### config.mk
export PLATFORM = sky130hd
export DESIGN_NAME = shift_issue_stage
export DESIGN_NICKNAME = d
export VERILOG_FILES = /design/src/rtl/shift_issue_stage.sv
export SDC_FILE = /design/constraint.sdc
export NUM_CORES = 1
export LEC_CHECK = 0
export ABC_AREA = 0
export BUFFER_PORTS_ARGS = -buffer_cell sky130_fd_sc_hd__buf_2
export CAP_MARGIN = 5
export CORE_MARGIN = 4
export CORE_UTILIZATION = 50
export CTS_BUF_LIST = sky130_fd_sc_hd__clkbuf_8
export DETAILED_ROUTE_END_ITERATION = 16
export PLACE_DENSITY_LB_ADDON = 0.15
export SKIP_CTS_REPAIR_TIMING = 1
export SLEW_MARGIN = 20
export SYNTH_ARGS = -nofsm -noshare
export SYNTH_HDL_FRONTEND = slang
export SYNTH_SLANG_ARGS = --single-unit
### constraint.sdc
create_clock -name clk -period 7.6 [get_ports clk]
set_input_delay 2.28 -clock clk [delete_from_list [all_inputs] [get_ports clk]]
set_output_delay 2.28 -clock clk [all_outputs]
set_load 0.05 [all_outputs]
### src/rtl/shift_issue_stage.sv
// Decode/issue stage for the barrel shifter: decodes R-type shifts into the shifter
// operand bundle and queues them in a 2-entry skid FIFO with valid/ready on both sides.
module shift_issue_stage #(
  parameter int DEPTH = 2,
  parameter int W     = 32
) (
  input  logic         clk,
  input  logic         reset,
  input  logic         in_valid,
  output logic         in_ready,
  input  logic [31:0]  instr,
  input  logic [W-1:0] rs_val,
  input  logic [W-1:0] rt_val,
  input  logic         flush,
  output logic         out_valid,
  input  logic         out_ready,
  output logic [1:0]   out_funct,
  output logic [W-1:0] out_a,
  output logic [4:0]   out_N,
  output logic [4:0]   out_rd,
  output logic         illegal
);

  typedef struct packed {
    logic [1:0]   funct;
    logic [W-1:0] a;
    logic [4:0]   n;
    logic [4:0]   rd;
  } entry_t;

  localparam logic [1:0] FULL = 2'(DEPTH);

  function automatic logic is_shift_fn(input logic [5:0] fn);
    case (fn)
      6'b000000, 6'b000010, 6'b000011,
      6'b000100, 6'b000110, 6'b000111: return 1'b1;
      default:                         return 1'b0;
    endcase
  endfunction

  logic [1:0] count_q;
  logic       wr_ptr_q;
  logic       rd_ptr_q;
  logic       illegal_q;
  entry_t     mem_p1 [2];

  logic [5:0] op_p0;
  logic [5:0] fn_p0;
  logic [4:0] rd_p0;
  logic [4:0] shamt_p0;
  logic       legal_p0;
  logic       vld_p0;
  logic       ill_p0;
  logic       in_xfer;
  logic       out_xfer;
  entry_t     dec_p0;
  entry_t     head;
  logic       unused_bits;

  // Stage p0: field decode of the offered instruction
  assign op_p0    = instr[31:26];
  assign rd_p0    = instr[15:11];
  assign shamt_p0 = instr[10:6];
  assign fn_p0    = instr[5:0];
  assign legal_p0 = (op_p0 == 6'd0) && is_shift_fn(fn_p0);

  always_comb begin
    dec_p0       = '0;
    dec_p0.funct = fn_p0[1:0];
    dec_p0.a     = rt_val;
    dec_p0.n     = fn_p0[2] ? rs_val[4:0] : shamt_p0;
    dec_p0.rd    = rd_p0;
  end

  assign unused_bits = ^{instr[25:16], rs_val[W-1:5]};

  assign in_ready  = (count_q < FULL);
  assign out_valid = (count_q != 2'd0);
  assign in_xfer   = in_valid && in_ready;
  assign out_xfer  = out_valid && out_ready;

  // Writes to $zero are consumed silently; flush discards the cycle's input entirely
  assign vld_p0 = in_xfer && legal_p0 && (rd_p0 != 5'd0) && !flush;
  assign ill_p0 = in_xfer && !legal_p0 && !flush;

  always_ff @(posedge clk) begin
    if (reset || flush) begin
      count_q  <= 2'd0;
      wr_ptr_q <= 1'b0;
      rd_ptr_q <= 1'b0;
    end else begin
      if (vld_p0)   wr_ptr_q <= ~wr_ptr_q;
      if (out_xfer) rd_ptr_q <= ~rd_ptr_q;
      case ({vld_p0, out_xfer})
        2'b10:   count_q <= count_q + 2'd1;
        2'b01:   count_q <= count_q - 2'd1;
        default: count_q <= count_q;
      endcase
    end
  end

  always_ff @(posedge clk) begin
    if (reset) illegal_q <= 1'b0;
    else       illegal_q <= ill_p0;
  end

  // Stage p1: queued operand bundles
  always_ff @(posedge clk) begin
    if (vld_p0) mem_p1[wr_ptr_q] <= dec_p0;
  end

  assign head      = mem_p1[rd_ptr_q];
  assign out_funct = out_valid ? head.funct : 2'd0;
  assign out_a     = out_valid ? head.a     : '0;
  assign out_N     = out_valid ? head.n     : 5'd0;
  assign out_rd    = out_valid ? head.rd    : 5'd0;
  assign illegal   = illegal_q;

endmodule

==> metrics.md <==
| Metric | Value |
|---|---|
| Status | `complete, no violations` |
| Die Y-Extent | `93.42 um` |
| Post-synthesis async set-or-reset flop share | `0%` |
| Clock sinks | `94` |
| Share of layout cells above drive strength 1 | `38.97%` |
| Cell Area, Synth | `0.003648 sq mm` |
| Gr usage total | `15.80%` |
| CP delay by family, top | `simple AND/OR/NAND/NOR gates` |
| Syn_area_per_cell | `15.93 sq um` |
| Yosys top cell by area | `edfxtp_1` |
| Crit path launch type | `input port` |
| Hold Crit Start | `wr_ptr_q$_SDFFE_PP0P_` |
| Hold crit path type | `register to register` |
| Critical Path Source | `instr[31]` |
| Unrepaired setup endpoints after global routing | `no` |
| IO Port Bufs | `110` |
| Worst path max stage delay | `0.69 ns` |
| Die Footprint | `0.008727 sq mm` |
| Final setup viols | `0` |
| Number of synthesized register bits | `94` |
| CP Class | `input port to register` |
| Wire per inst | `15.06 um` |
| Via count | `2168` |
| Mapped Cells | `229` |
| Worst path depth | `6` |
| WP data required | `7.61 ns` |
| Mapped Nets | `331` |
| Vias per cell | `4.872` |
| Worst reg2reg path startpoint | `count_q[1]$_SDFFE_PP0P_` |
| CP endpoint | `mem_p1[0][14]$_DFFE_PP_` |
| FMAX | `221.8 MHz` |
| Post-synthesis cell type count | `22` |
| First-pass GRT wire length | `10390 um` |
| Routability cong. | `0.6917` |
| Tcrit/Tclk final | `59.33%` |
| R2R cell count | `5` |
| Critical-path cell list | `buf_2, nor4_1, o2111ai_1, or4_1, nor2_4, buf_4` |
| Register-to-register setup slack | `5.18 ns` |
| First-pass DRT Iterations | `4` |
| Clk_lat worst skew | `0.35 ns` |
| Pleak | `1.714 nW` |
| RR Endpoint | `mem_p1[0][14]$_DFFE_PP_` |
| Placed Cells incl. Taps | `428` |
| Dominant synthesized flop cell | `edfxtp_1` |
| Worst rel slew slack | `55.81%` |
| DPL Wire Length | `4460 um` |
| Number of flops mapped to enable cells by yosys | `88` |
| Post-route ant nets | `0` |
| Sequential area share after synthesis | `75.72%` |
| Syn-to-layout area delta | `24.79%` |
| Top cells by area, synth | `edfxtp_1 72%, mux2i_1 12%, nor2_1 5.5%` |
| CTS max path bufs | `2` |
| H-Tree Depth | `3` |
| Clock skew | `0.009877 ns` |
| Reg clk slew, reported paths | `0.08 ns` |
| Final-report max-slew violation count | `0` |
| CORE AREA | `0.006944 sq mm` |
| Root Driver | `clkbuf_8` |
| Die Span X | `93.42 um` |
| DRC | `0` |
| Top-Level Pins | `148` |
| Cell at the slowest stage of the critical path | `or4_1` |
| Arr. time, crit path | `4.52 ns` |
| Max Cap Viol | `0` |
| Site Rows | `30` |
| CP bufs+invs | `2` |
| Pwr dens | `204.1 mW/mm^2` |
| Worst-path fanout max | `24` |
| Syn. warnings | `0` |
| GRT overflow | `0` |
| CTS tree | `yes` |
| Sum of negative setup slack | `0 ns` |
| Min-Delay Path Depth | `2` |
| TritonCTS Buffers | `9` |
| Initial core utilization | `52.54%` |
| Slew @ Worst Pin | `0.6612 ns` |
| Tmin final | `4.509 ns` |
| Largest net degree at the start of global routing | `46` |
| Setup WS pre-CTS | `2.680 ns` |
| Final Hold Viols | `0` |
| # diodes | `0` |
| Number of global-route vias before repair | `2205` |
| Non-filler cells in the finished layout | `445` |
| Initial DRC Count | `44` |
| Drt total wl | `6701 um` |
| Fin nets | `446` |
| Top cell type's share of synthesized area | `72.43%` |
| Tot Pwr | `929.5 uW` |
| Setup WS post-layout | `3.091 ns` |
| Worst vdd ir | `85.76 uV` |
| Setup crit end kind | `register` |
| Initial antenna violation count | `0` |
## area by class of cell
| type | instances | area (sq um) |
|---|---|---|
| clock buffer | 9 | 123.9 |
| clock inverter | 7 | 80.08 |
| fill | 518 | 2391 |
| inverter | 4 | 15.01 |
| multi-input combinational | 121 | 849.6 |
| sequential | 94 | 2764 |
| tap | 96 | 120.1 |
| timing repair buffer | 114 | 600.6 |
## synthesized netlist by cell type (all sizes together) (2+ instances only)
cell type and count:
nor2 53, or4 2, nand2 3, buf 5, xnor2 2, dfxtp 6
clkbuf 5, mux2 5, inv 4, mux2i 45, edfxtp 88
## registers in the layout, indices dropped and copies added, names as in the netlist, named ones only
name and count:
mem_p1 88, rd_ptr_q 1, wr_ptr_q 1, count_q 2, illegal 1
## worst min-delay path by stage
stage                     slack (ns)               endpoint
after floorplan                 0.45  wr_ptr_q$_SDFFE_PP0P_
after global placement          0.49  wr_ptr_q$_SDFFE_PP0P_
after detailed placement        0.50               register
after CTS                       0.52  wr_ptr_q$_SDFFE_PP0P_
after global routing            0.54  wr_ptr_q$_SDFFE_PP0P_
final                           0.51  wr_ptr_q$_SDFFE_PP0P_
## cells in the final DEF, fill, tap and decap left out
master	netlist	layout
buf_2	5	110
edfxtp_1	88	88
nor2_1	53	50
mux2i_1	45	45
clkbuf_8	0	9
inv_1	4	5
mux2_2	5	5
dfxtp_1	6	5
nor2_4	0	3
nand2_1	3	3
clkinv_1	0	3
buf_4	0	3
or4_1	2	2
xnor2_1	2	2
bufinv_16	0	2
and2_1	1	1
nor3_1	1	1
nor4_1	1	1
o2111ai_1	1	1
or2_2	1	1
xor2_1	1	1
o21ai_0	1	1
or3_1	1	1
a21oi_1	1	1
nor3b_1	1	1
ha_1	1	1
dfxtp_2	0	1
clkinv_2	0	1
buf_16	0	1
## stage by stage
step | utilization (%) | hold WS (ns) | cell area (sq um)
finish | 65.57 | 0.5090 | 4553
global route | 65.57 | 0.5411 | 4553
CTS | 65.17 | 0.5162 | 4526
detailed placement | 62.23 | 0.4962 | 4322
global placement | 62.23 | 0.4904 | 4322
floorplan | - | 0.4514 | 3649
## worst min-delay path: cells and delay by family, from the launching register on
kind / cells / cell delay [ns]
simple gates: 1 / 0.07
mux: 1 / 0.06
flops: 1 / 0.34
## routing by layer
layer | global-route usage [%] | up-vias | part of all wire [%]
met2 | 28.23 | 71 | 51
met3 | 4.023 | 9 | 5.7
met1 | 18.32 | 1021 | 42
li1 | - | 1067 | -
met5 | 0 | - | 0
met4 | 5.495 | 0 | 1.4
## power breakdown
part	leakage, nW	total [mW]	switching [mW]	internal (mW)
Sequential	0.840	0.565	0.0000760	0.565
Combinational	0.768	0.0250	0.0108	0.0142
Clock	0.107	0.340	0.159	0.180
## cell families after synthesis
logic type	Yosys count	synth area share, %
DFF	94	75.72
muxes	50	13.89
xor gates and xnor gates	3	0.7203
adders and majority gates	1	0.3429
and+or+nand+nor	64	7.202
AOI/OAI and AO/OA	3	0.5142
buffers and inverters	14	1.612
Note: power is estimated with default switching activity, not from simulation.
